## config.mk

```make
export PLATFORM = sky130hd
export DESIGN_NAME = vdic_mult_seq
export DESIGN_NICKNAME = d
export VERILOG_FILES = /design/src/rtl/vdic_mult_pkg.sv /design/src/rtl/vdic_mult_shift_add.sv /design/src/rtl/vdic_mult_seq.sv
export SDC_FILE = /design/constraint.sdc
export NUM_CORES = 1
export LEC_CHECK = 0
export ABC_CLOCK_PERIOD_IN_PS = 7400
export CAP_MARGIN = 20
export CORE_MARGIN = 4
export CORE_UTILIZATION = 30
export CTS_CLUSTER_DIAMETER = 30
export DETAILED_ROUTE_END_ITERATION = 16
export PLACE_DENSITY = 0.58
export RECOVER_POWER = 50
export SYNTH_ARGS = -nofsm -noshare
export SYNTH_HDL_FRONTEND = slang
export SYNTH_HIERARCHICAL = 1
export SYNTH_SLANG_ARGS = --single-unit
```

## constraint.sdc

```tcl
create_clock -name clk -period 7.4 [get_ports clk]
set_clock_uncertainty 0.15 [all_clocks]
set_input_delay 0.74 -clock clk [delete_from_list [all_inputs] [get_ports clk]]
set_output_delay 0.74 -clock clk [all_outputs]
set_load 0.05 [all_outputs]
```

## src/rtl/vdic_mult_pkg.sv

```systemverilog
// Shared types and helpers for the vdic_mult_seq sequential shift-add multiplier.
package vdic_mult_pkg;

  typedef enum logic [1:0] {
    IDLE    = 2'd0,
    CALC    = 2'd1,
    DONE    = 2'd2,
    RELEASE = 2'd3
  } state_t;

  localparam int unsigned PARITY_MAX_W = 64;

  // Even-parity reduce; narrower vectors are zero-extended by the caller.
  function automatic logic parity(input logic [PARITY_MAX_W-1:0] v);
    return ^v;
  endfunction

endpackage

```

## src/rtl/vdic_mult_shift_add.sv

```systemverilog
// Shift-add datapath: accumulator, multiplicand, multiplier shift registers and step counter.
module vdic_mult_shift_add #(
  parameter int unsigned DATA_W = 16
) (
  input  logic                  clk,
  input  logic                  rst,
  input  logic                  load_i,
  input  logic                  step_i,
  input  logic [DATA_W-1:0]     a_mag_i,
  input  logic [DATA_W-1:0]     b_mag_i,
  output logic [2*DATA_W-1:0]   acc_c_o,
  output logic                  zero_remaining_c_o,
  output logic                  last_c_o
);

  localparam int unsigned RES_W = 2 * DATA_W;
  localparam int unsigned CNT_W = $clog2(DATA_W);

  logic [RES_W-1:0]  acc_q, acc_d;
  logic [RES_W-1:0]  mcand_q, mcand_d;
  logic [DATA_W-1:0] mplier_q, mplier_d;
  logic [CNT_W-1:0]  cnt_q, cnt_d;

  always_comb begin
    acc_d    = acc_q;
    mcand_d  = mcand_q;
    mplier_d = mplier_q;
    cnt_d    = cnt_q;
    if (load_i) begin
      acc_d    = '0;
      mcand_d  = RES_W'(a_mag_i);
      mplier_d = b_mag_i;
      cnt_d    = '0;
    end else if (step_i) begin
      if (mplier_q[0]) begin
        acc_d = acc_q + mcand_q;
      end
      mcand_d  = mcand_q << 1;
      mplier_d = mplier_q >> 1;
      cnt_d    = cnt_q + CNT_W'(1);
    end
  end

  always_ff @(posedge clk) begin
    if (rst) begin
      acc_q    <= '0;
      mcand_q  <= '0;
      mplier_q <= '0;
      cnt_q    <= '0;
    end else begin
      acc_q    <= acc_d;
      mcand_q  <= mcand_d;
      mplier_q <= mplier_d;
      cnt_q    <= cnt_d;
    end
  end

  // Accumulator including the bit processed on the coming edge.
  assign acc_c_o            = acc_d;
  assign zero_remaining_c_o = ((mplier_q >> 1) == '0);
  assign last_c_o           = (cnt_q == CNT_W'(DATA_W - 1));

endmodule

```

## src/rtl/vdic_mult_seq.sv

```systemverilog
// Iterative signed/unsigned multiplier with argument parity check and req/ack/result_rdy handshake.
// Optional build macro VDIC_MULT_EARLY_EXIT_EN ends CALC once no multiplier bits remain.
module vdic_mult_seq
  import vdic_mult_pkg::*;
#(
  parameter int unsigned DATA_W = 16
) (
  input  logic                clk,
  input  logic                rst,
  input  logic                req,
  input  logic                op_signed,
  input  logic [DATA_W-1:0]   arg_a,
  input  logic                arg_a_parity,
  input  logic [DATA_W-1:0]   arg_b,
  input  logic                arg_b_parity,
  output logic                ack,
  output logic [2*DATA_W-1:0] result,
  output logic                result_parity,
  output logic                result_rdy,
  output logic                arg_parity_error
);

  localparam int unsigned RES_W = 2 * DATA_W;

  state_t           state_q, state_d;
  logic             neg_q, neg_d;
  logic             ack_q, ack_d;
  logic             rdy_q, rdy_d;
  logic [RES_W-1:0] result_q, result_d;
  logic             rpar_q, rpar_d;
  logic             perr_q, perr_d;

  logic              sign_a_c, sign_b_c, arg_err_c;
  logic [DATA_W-1:0] a_mag_c, b_mag_c;
  logic              load_c, step_c, calc_exit_c;
  logic [RES_W-1:0]  acc_c, prod_c;
  logic              zero_rem_c, last_c;

  // Operand conditioning: magnitudes for signed mode, pass-through otherwise.
  assign sign_a_c  = op_signed & arg_a[DATA_W-1];
  assign sign_b_c  = op_signed & arg_b[DATA_W-1];
  assign a_mag_c   = sign_a_c ? DATA_W'(-arg_a) : arg_a;
  assign b_mag_c   = sign_b_c ? DATA_W'(-arg_b) : arg_b;
  assign arg_err_c = (arg_a_parity != parity(PARITY_MAX_W'(arg_a)))
                   | (arg_b_parity != parity(PARITY_MAX_W'(arg_b)));
  assign prod_c    = neg_q ? -acc_c : acc_c;

  // zero_remaining is always set on the final step, so both forms agree there.
`ifdef VDIC_MULT_EARLY_EXIT_EN
  assign calc_exit_c = zero_rem_c | last_c;
`else
  assign calc_exit_c = zero_rem_c & last_c;
`endif

  vdic_mult_shift_add #(
    .DATA_W (DATA_W)
  ) u_shift_add (
    .clk                (clk),
    .rst                (rst),
    .load_i             (load_c),
    .step_i             (step_c),
    .a_mag_i            (a_mag_c),
    .b_mag_i            (b_mag_c),
    .acc_c_o            (acc_c),
    .zero_remaining_c_o (zero_rem_c),
    .last_c_o           (last_c)
  );

  always_comb begin
    state_d  = state_q;
    neg_d    = neg_q;
    ack_d    = 1'b0;
    rdy_d    = 1'b0;
    result_d = result_q;
    rpar_d   = rpar_q;
    perr_d   = perr_q;
    load_c   = 1'b0;
    step_c   = 1'b0;
    case (state_q)
      IDLE: begin
        if (req) begin
          load_c = 1'b1;
          ack_d  = 1'b1;
          neg_d  = sign_a_c ^ sign_b_c;
          if (arg_err_c) begin
            state_d  = DONE;
            rdy_d    = 1'b1;
            result_d = '0;
            rpar_d   = 1'b0;
            perr_d   = 1'b1;
          end else begin
            state_d = CALC;
          end
        end
      end
      CALC: begin
        step_c = 1'b1;
        if (calc_exit_c) begin
          state_d  = DONE;
          rdy_d    = 1'b1;
          result_d = prod_c;
          rpar_d   = parity(PARITY_MAX_W'(prod_c));
          perr_d   = 1'b0;
        end
      end
      DONE: begin
        state_d = RELEASE;
      end
      RELEASE: begin
        if (!req) begin
          state_d = IDLE;
        end
      end
      default: begin
        state_d = IDLE;
      end
    endcase
  end

  always_ff @(posedge clk) begin
    if (rst) begin
      state_q  <= IDLE;
      neg_q    <= 1'b0;
      ack_q    <= 1'b0;
      rdy_q    <= 1'b0;
      result_q <= '0;
      rpar_q   <= 1'b0;
      perr_q   <= 1'b0;
    end else begin
      state_q  <= state_d;
      neg_q    <= neg_d;
      ack_q    <= ack_d;
      rdy_q    <= rdy_d;
      result_q <= result_d;
      rpar_q   <= rpar_d;
      perr_q   <= perr_d;
    end
  end

  assign ack              = ack_q;
  assign result_rdy       = rdy_q;
  assign result           = result_q;
  assign result_parity    = rpar_q;
  assign arg_parity_error = perr_q;

endmodule
```

# ---- Yosys cells after proc, flatten, opt, wreduce, memory -nomap -nowiden
# Index checks and enable logic that the tools add are counted.
dict set report word_totals {
  wordCells 77
  inputBits 38
  out_inout_bits 36
  ff_bits 123
}
dict set report classes {
  addsub 5
  n_bitwise 5
  eq_ne 10
  n_mux 34
  reduce_logical 11
}
# cell count
set ops {}
lappend ops {{$mux W32} 7}
lappend ops {{$reduce_xor A64 Y1} 3}
lappend ops {{$mux W16} 6}
lappend ops {{$pmux W32 S2} 1}
lappend ops {{$add A32 B32 Y32} 1}
lappend ops {{$neg A16 Y16} 2}
lappend ops {{$neg A32 Y32} 1}
lappend ops {{$logic_not A16 Y1} 1}
lappend ops {{$mux W1} 12}
lappend ops {{$mux W2} 4}
lappend ops {{$ne A2 B2 Y1 const B} 4}
lappend ops {{$pmux W2 S4} 1}
lappend ops {{$pmux W1 S2} 3}
lappend ops {{$add A4 B1 Y4 const B} 1}
lappend ops {{$eq A2 B2 Y1 const B} 2}
lappend ops {{$eq A4 B4 Y1 const B} 1}
lappend ops {{$reduce_and A4 Y1} 1}
lappend ops {{$reduce_bool A2 Y1} 2}
lappend ops {{$and A1 B1 Y1} 3}
lappend ops {{$reduce_and A3 Y1} 1}
lappend ops {{$eq A2 B1 Y1 const B} 1}
lappend ops {{$logic_not A2 Y1} 1}
lappend ops {{$ne A1 B1 Y1} 2}
lappend ops {{$reduce_and A2 Y1} 1}
lappend ops {{3 further kinds} 3}

# ---- Longest topological paths before layout
# Gate-level depths: netlist of run 1.
dict set report depth {
  depth_word 9
  ltp_mapped 22
  mapped_depth_nobuf 20
}

# ---- Cells and area by module
# The synthesis of run 1 kept the hierarchy.
# module seq_area_each_um2 instances area_per_inst_um2 cells_per_inst
set by_module_without_submodules {}
lappend by_module_without_submodules {vdic_mult_shift_add 1681.6 1 5627.9 712}
lappend by_module_without_submodules {vdic_mult_seq 780.7 1 3694.8 496}

# ---- Worst setup path before layout of run 1
# No wires, ideal clock.
dict set report synth_path {
  path_kind {flip-flop to flip-flop}
  from {register u_shift_add.mcand_q[0]}
  to {register rpar_q, in the netlist result_parity}
  t_required_ns 7.120
  period_less_slack_ns 5.239
  stages_incl_launch_ff 22
  setup_time_ns 0.130
  t_arrival_ns 4.958
  n_path_buf 1
  setup_slack_ns 2.161
  cell_sequence {dfxtp_1 -> ha_1 -> inv_1 -> fa_1 -> and2b_2 -> o2111ai_4 -> a211o_2 -> a31o_2 -> nand2_1 -> xnor2_1 -> o21ai_0 -> or4_1 -> or2_2 -> clkbuf_1 -> o41ai_2 -> xor2_1 -> xnor2_1 -> xnor2_1 -> xnor3_1 -> xnor3_1 -> nand2b_1 -> a21oi_2}
}
dict set report synth_between {
  elab_chain_len 9
}
# item line
set synth_lines {}
lappend synth_lines {{start, declared} vdic_mult_shift_add.sv:20} ;# logic [RES_W-1:0] mcand_q, mcand_d;
lappend synth_lines {{start signal, assigned} vdic_mult_shift_add.sv:52} ;# mcand_q <= mcand_d;
lappend synth_lines {{$add A32 B32 Y32 (*)} vdic_mult_shift_add.sv:36} ;# acc_d = acc_q + mcand_q;
lappend synth_lines {{$mux W32 (*)} vdic_mult_shift_add.sv:35} ;# if (mplier_q[0]) begin
lappend synth_lines {{$mux W32 (*)} vdic_mult_shift_add.sv:34} ;# end else if (step_i) begin
lappend synth_lines {{$mux W32 (*)} vdic_mult_shift_add.sv:29} ;# if (load_i) begin
lappend synth_lines {{net acc_c[18]} vdic_mult_seq.sv:36} ;# logic [RES_W-1:0] acc_c, prod_c;
lappend synth_lines {{$neg A32 Y32} vdic_mult_seq.sv:46} ;# assign prod_c = neg_q ? -acc_c : acc_c;
lappend synth_lines {{$mux W32 (*)} vdic_mult_seq.sv:46}
lappend synth_lines {{$reduce_xor A64 Y1 (*)} vdic_mult_pkg.sv:15} ;# return ^v;
lappend synth_lines {{$mux W1 (*)} vdic_mult_seq.sv:98} ;# if (calc_exit_c) begin
lappend synth_lines {{$pmux W1 S2 (*)} vdic_mult_seq.sv:79} ;# case (state_q)
lappend synth_lines {{end signal, assigned} vdic_mult_seq.sv:135} ;# rpar_q <= rpar_d;
lappend synth_lines {{end, declared} vdic_mult_seq.sv:30} ;# logic rpar_q, rpar_d;
# Mark *: on every way through the listed nets, which the timed path passes. The rest lies on a longest branch. The select of a mux whose other input is x is not followed.
# A chain may end at the register's enable or synchronous reset.

# ---- Worst setup path after layout of run 1
dict set report layout_path {
  from {input req}
  to {register rpar_q, in the netlist result_parity}
}
dict set report layout_between {
  elab_chain_len 8
  elab_cells_between_ends 10
  cone_classes {add/sub: 1; eq/ne: 1; mux: 6; reduce/logical: 2}
}
# item line
set layout_lines {}
lappend layout_lines {{start, declared} vdic_mult_seq.sv:10} ;# input logic req,
lappend layout_lines {{$mux W1 (*)} vdic_mult_seq.sv:81} ;# if (req) begin
lappend layout_lines {{$mux W1 (*)} vdic_mult_seq.sv:79}
lappend layout_lines {{$mux W32 (*)} vdic_mult_shift_add.sv:29}
lappend layout_lines {{net acc_c[7]} vdic_mult_seq.sv:36}
lappend layout_lines {{$neg A32 Y32} vdic_mult_seq.sv:46}
lappend layout_lines {{$mux W32 (*)} vdic_mult_seq.sv:46}
lappend layout_lines {{$reduce_xor A64 Y1 (*)} vdic_mult_pkg.sv:15}
lappend layout_lines {{$mux W1 (*)} vdic_mult_seq.sv:98}
lappend layout_lines {{$pmux W1 S2 (*)} vdic_mult_seq.sv:79}
# Marks and branches as above.

==> results.py, run 1 <==
metrics = {
    "clock_network": {
        "cts_made_buffers": 17,
        "cts_root_buf": "clkbuf_16",
        "cts_resized": 0,
        "htree_levels": 4,
        "cts_tree": "done",
        "clkTransAtPathRegs_ps": 60,
        "clock_sinks": 123,
        "clock_latency_ps": 420,
        "cts_buffer_depth": 2,
        "holdBufCountCts": 0,
        "post_cts_buffers": 0,
    },
    "placement": {
        "dp_slack_ps": 1660,
        "portBuffers": 73,
        "place_hpwl_um": 18900,
        "dp.cells": 1612,
        "dpl_cell_area_um2": 10200,
        "gp_congestion": 0.913,
    },
    "worst_setup_path": {
        "cp_top_family": "buffers and inverters",
        "cp_num_cells": 15,
        "r2r_cells": 20,
        "setup.worst_path.class": "input pin to flip-flop",
        "arrival_ps": 5910,
        "start_kind": "input pin",
        "cp.buffers_inverters": 3,
        "path_cells": "dlygate4sd3_1, nand2_1, inv_1, inv_1, and2_1, nor4_1, nand3_1, o41ai_1, xor2_1, xnor2_1, xnor2_1, xnor3_1, xnor3_1, nand2b_1, a21oi_2",
        "critPathSlowestCell": "inv_1",
        "crit_path_max_fanout": 29,
        "cp.required_ps": 7410,
        "critPathMaxStageDelay_ps": 610,
        "end_kind": "flip-flop",
    },
    "logic_synthesis": {
        "synth_cells": 1208,
        "synth_area_leaders": "dfxtp_1, nor2_1, xnor2_1, ha_1, mux2i_1",
        "ys_seq_area_frac": 0.264,
        "synth_most_common_cell": "nor2_1",
        "yosysTopAreaCellShare": 0.264,
        "yosysWarnings": 6,
        "async_reset_ff_frac": 0,
        "synth-edff-count": 0,
        "avgSynthCellArea_um2": 7.72,
        "synth_fp_nets": 1298,
        "synth.distinct_cells": 81,
        "ys_seq_elements": 123,
        "synth_top_flop_cell": "dfxtp_1",
        "yosysTopAreaCell": "dfxtp_1",
        "yosys-top-cells-count": "nor2_1, dfxtp_1, a21oi_1",
        "synth_area_um2": 9320,
    },
    "timing": {
        "fin_crit_sh": 0.798,
        "worst_pin_slew_ps": 3420,
        "timing.final.crit_period_ps": 5900,
        "setup_violations": 0,
        "timing.slew.headroom": -1.28,
        "rsz0062_at_grt": "false",
        "timing_hold_violations_final": 0,
        "drv_slew": 117,
        "setup_ws_ps": 1500,
        "setup_tns_ps": 0,
        "timing.hold.ws_ps": 333,
        "max_freq_ghz": 0.169,
    },
    "power": {
        "p_comb_frac": 0.289,
        "power.internal_mw": 1.47,
        "clkPwrFrac": 0.377,
        "powerDensity_nw_per_um2": 209,
        "vdd_drop_max_mv": 0.135,
        "p_sw_frac": 0.350,
        "finalPower_mw": 2.27,
        "power_leakage_nw": 4.33,
        "power.switching_mw": 0.793,
        "p_seq_frac": 0.335,
    },
    "grt": {
        "grtUsageTotal": 0.151,
        "grt_pass1_wl_um": 42400,
        "antenna_found_initial": 0,
        "grt_max_degree": 78,
        "grt_pass1_vias": 8310,
        "grt_overflow": 0,
    },
    "cells_and_area": {
        "final_core_util": 0.355,
        "layout-drive-gt1-share": 0.0585,
        "diodes": 0,
        "instances_no_fill": 1644,
        "postLayoutCellArea_um2": 10900,
        "nNetsFinal": 1326,
        "fillCellCount": 3222,
        "syn2layout_area_growth_pct": 16.4,
    },
    "floorplanning": {
        "num_io_pins": 74,
        "rows": 64,
        "die_area_um2": 34000,
        "start_util": 0.305,
        "die_w_um": 184,
        "die-height_um": 184,
        "coreArea_um2": 30600,
    },
    "worst_hold_path": {
        "holdCritPathClass": "flip-flop to flip-flop",
        "holdPathStages": 2,
    },
    "route": {
        "wl_per_cell_um": 15.6,
        "antenna_left": 0,
        "drc": 0,
        "dr.pass1.iters": 5,
        "drt_wl_total_um": 25600,
        "dr_total_vias": 8501,
        "first_iter_violations": 596,
        "viasPerCell": 5.17,
    },
    "outcome": {
        "violations": "capacitance limit, slew limit",
        "status": "finished, violations left",
    },
    "run": {
        "maxCapViolCount": 2,
    },
}
[cell usage in the layout, fill, tap and decap left out, types with 37 or more instances in the layout]
cell           netlist  final
inv_1               52     52
a21oi_1             89     89
a31oi_1             46     46
o21ai_0             41     41
xnor2_1             79     79
dlygate4sd3_1        0     37
xor2_1              40     40
mux2i_1             61     61
nand2_1             60     60
dfxtp_1            123    123
nor2_1             225    225
ha_1                51     50
[logic make-up (layout without fill, tap and decap cells)]
kind of cell | count (synthesis) | in the layout | synth area share
AOI/OAI and AO/OA | 283 | 283 | 0.200
xor gates and xnor gates | 123 | 123 | 0.121
adders and majority gates | 52 | 52 | 0.0706
buffers and inverters | 128 | 168 | 0.0623
DFF | 123 | 123 | 0.264
muxes | 63 | 63 | 0.0679
and+or+nand+nor | 436 | 436 | 0.214
[area by class of cell]
cell class | instances | area, um^2 | share of cell area
sequential | 123 | 2460 | 0.227
multi-input combinational | 957 | 6280 | 0.579
clock buffer | 18 | 439 | 0.0405
clock inverter | 13 | 158 | 0.0145
timing repair buffer | 85 | 820 | 0.0755
inverter | 52 | 195 | 0.0180
tap | 396 | 495 | 0.0457
[path summary, 6_finish.rpt]
check	startpoint	slack (ps)	endpoint
max	req	1500	result_parity
min	result[2]	330	result[2]
max reg2reg	u_shift_add/mcand_q[0]	1520	result_parity
min reg2reg	result[2]	330	result[2]
[power groups by stage]
stage | logic, mW | registers [mW] | clock network (mW)
finish | 0.655 | 0.759 | 0.854
CTS | 0.662 | 0.758 | 0.873
global route | 0.727 | 0.765 | 0.907
floorplan | 0.505 | 0.776 | 0
global placement | 0.653 | 0.771 | 0
detailed placement | 0.659 | 0.773 | 0
[registers in the layout (all words and copies together) (netlist names)]
name,flops
result,32
u_shift_add/acc_q,32
u_shift_add/mcand_q,32
u_shift_add/mplier_q,16
u_shift_add/cnt_q,4
state_q,2
ack,1
arg_parity_error,1
neg_q,1
result_parity,1
result_rdy,1
[worst min-delay path, cell delays in order, from the launching register on]
cell,delay (ps)
dfxtp_1,320
nand3_1,60
a21oi_1,60
[metal layers]
layer  vias up  wire [um]  global-route usage
met2       173      12000               0.249
met3        31        815              0.0213
li1       4325          -                   -
met1      3972      12300               0.205
met4         0        433              0.0473
met5         -          0                   0
Power figures use the tool's default switching activity.
==> run 2: changes to the inputs <==
- ABC_CLOCK_PERIOD_IN_PS: 7400 -> 5900
- clock period: 7.4 -> 5.9 ns (I/O delays scaled with it)
==> results.py, run 2 (synthesized netlist as in run 1, its figures left out) <==
metrics = {
    "timing": {
        "setup_tns_ps": 0,
        "setup_violations": 0,
        "rsz0062_at_grt": "false",
        "timing.slew.headroom": -1.44,
        "worst_pin_slew_ps": 3660,
        "timing_hold_violations_final": 0,
        "drv_slew": 95,
        "timing.final.crit_period_ps": 5560,
        "fin_crit_sh": 0.943,
        "max_freq_ghz": 0.180,
    },
    "grt": {
        "grt_pass1_wl_um": 41700,
        "antenna_found_initial": 0,
        "grtUsageTotal": 0.150,
        "grt_overflow": 0,
        "grt_pass1_vias": 8180,
        "grt_max_degree": 80,
    },
    "worst_hold_path": {
        "hold_start": "result[2]",
        "holdCritPathClass": "flip-flop to flip-flop",
    },
    "cells_and_area": {
        "final_cell_mix": "nor2_1, dfxtp_1, a21oi_1, xnor2_1, mux2i_1",
        "nNetsFinal": 1340,
        "diodes": 0,
        "multiInputGateArea_um2": 6290,
        "final_core_util": 0.358,
        "regArea_um2": 2460,
        "layout-drive-gt1-share": 0.0697,
        "syn2layout_area_growth_pct": 17.4,
        "mostFrequentLayoutCell": "nor2_1",
        "fillCellCount": 3266,
    },
    "run": {
        "maxCapViolCount": 2,
    },
    "worst_setup_path": {
        "start_kind": "flip-flop",
        "worstReg2RegEnd": "result_parity",
        "cpMostUsedCell": "xnor2_1",
        "end_kind": "flip-flop",
        "endpoint": "result_parity",
        "critPathSlowestCell": "or4_4",
        "cp.required_ps": 6030,
        "setup.worst_path.class": "flip-flop to flip-flop",
        "critPathMaxStageDelay_ps": 560,
        "rrSetupSlack_ps": 340,
        "startpoint": "u_shift_add/mcand_q[0]",
        "r2r_start": "u_shift_add/mcand_q[0]",
        "r2r_cells": 20,
        "crit_path_max_fanout": 12,
        "path_cells": "ha_1, inv_1, fa_1, and2b_2, o2111ai_4, a211o_2, nand3_1, xnor2_1, mux2i_1, nor2_1, or4_4, or4_4, o41ai_2, xor2_1, xnor2_1, xnor2_1, xnor3_1, xnor3_1, nand2b_1, a21oi_2",
        "arrival_ps": 5690,
    },
    "clock_network": {
        "clkTransAtPathRegs_ps": 60,
        "clock_sinks": 123,
        "cts_tree": "done",
        "cts_buffer_depth": 2,
        "cts_root_buf": "clkbuf_16",
        "htree_levels": 4,
        "cts_made_buffers": 17,
        "clock_latency_ps": 430,
        "holdBufCountCts": 0,
    },
    "route": {
        "dr.pass1.iters": 6,
        "wl_met1_um": 12000,
        "viasPerCell": 5.19,
        "dr.max_layer_used": "met4",
        "drt_wl_total_um": 25700,
        "wl_per_cell_um": 15.5,
        "first_iter_violations": 663,
        "dr_total_vias": 8610,
        "drc": 0,
        "wl_met2_um": 12000,
        "wl_met3_um": 1170,
        "antenna_left": 0,
    },
    "floorplanning": {
        "die_w_um": 184,
        "rows": 64,
        "coreArea_um2": 30600,
        "num_io_pins": 74,
        "start_util": 0.305,
        "die-height_um": 184,
        "die_area_um2": 34000,
    },
    "placement": {
        "gp_congestion": 0.911,
        "place_hpwl_um": 19200,
        "portBuffers": 73,
    },
    "outcome": {
        "violations": "capacitance limit, slew limit",
        "status": "finished, violations left",
    },
    "power": {
        "powerDensity_nw_per_um2": 261,
        "power_leakage_nw": 4.39,
        "vdd_drop_max_mv": 0.201,
    },
}
## run 2: what timing repair did
item                       4_1_cts  5_1_grt
gates resized for setup          0        1
setup endpoints to repair        0        1
setup buffers                    0        1
## run 2: how the worst min path moves through the flow
stage                             to  slack, ps  cells past startpoint
2_1_floorplan  u_shift_add/acc_q[18]        300                      2
3_3_place_gp               result[2]        320                      2
3_5_place_dp               result[2]        320                      2
4_1_cts                    result[2]        330                      2
5_1_grt                    result[2]        360                      2
6_report                   result[2]        320                      2
## run 2: final cells by class
class | count | share of cell area
clock inverter | 13 | 0.0130
inverter | 52 | 0.0178
timing repair buffer | 99 | 0.0846
multi-input combinational | 957 | 0.575
clock buffer | 19 | 0.0396
tap | 396 | 0.0453
sequential | 123 | 0.225
## run 2: metal layers
| metal | vias to the layer above | global-route usage |
|---|---|---|
| li1 | 4346 | - |
| met1 | 4012 | 0.198 |
| met2 | 221 | 0.250 |
| met3 | 31 | 0.0245 |
| met4 | 0 | 0.0467 |
| met5 | - | 0 |
## run 2: power by group
part | switching (mW) | leakage [nW] | internal (mW)
Clock | 0.421 | 0.278 | 0.625
Sequential | 0.0551 | 0.996 | 0.895
Combinational | 0.517 | 3.12 | 0.342
Total | 0.993 | 4.39 | 1.86
## run 2: through the flow
step	power, mW	hold WS, ps	std cells	cell area (um^2)	worst slack [ps]
finish	2.86	321	1659	10900	337
global placement	1.80	321	1626	10400	473
CTS	2.87	334	1658	10900	295
floorplan	1.61	304	1208	9320	661
global route	3.02	363	1659	10900	1.45
detailed placement	1.81	324	1626	10400	361
## run 2: critical path, delay by kind of cell, from the launching register on
kind / cells / cell delay (ps)
compound gates: 4 / 970
xor+xnor: 6 / 1420
fa+ha+maj: 2 / 560
buf+inv: 1 / 60
flops: 1 / 350
mux: 1 / 200
simple gates: 6 / 1680
==> run 3: changes to the inputs <==
- ABC_CLOCK_PERIOD_IN_PS: 5900 -> default
==> results of run 3 <==
The final DEF is identical to that of run 2; final timing and power are the same.
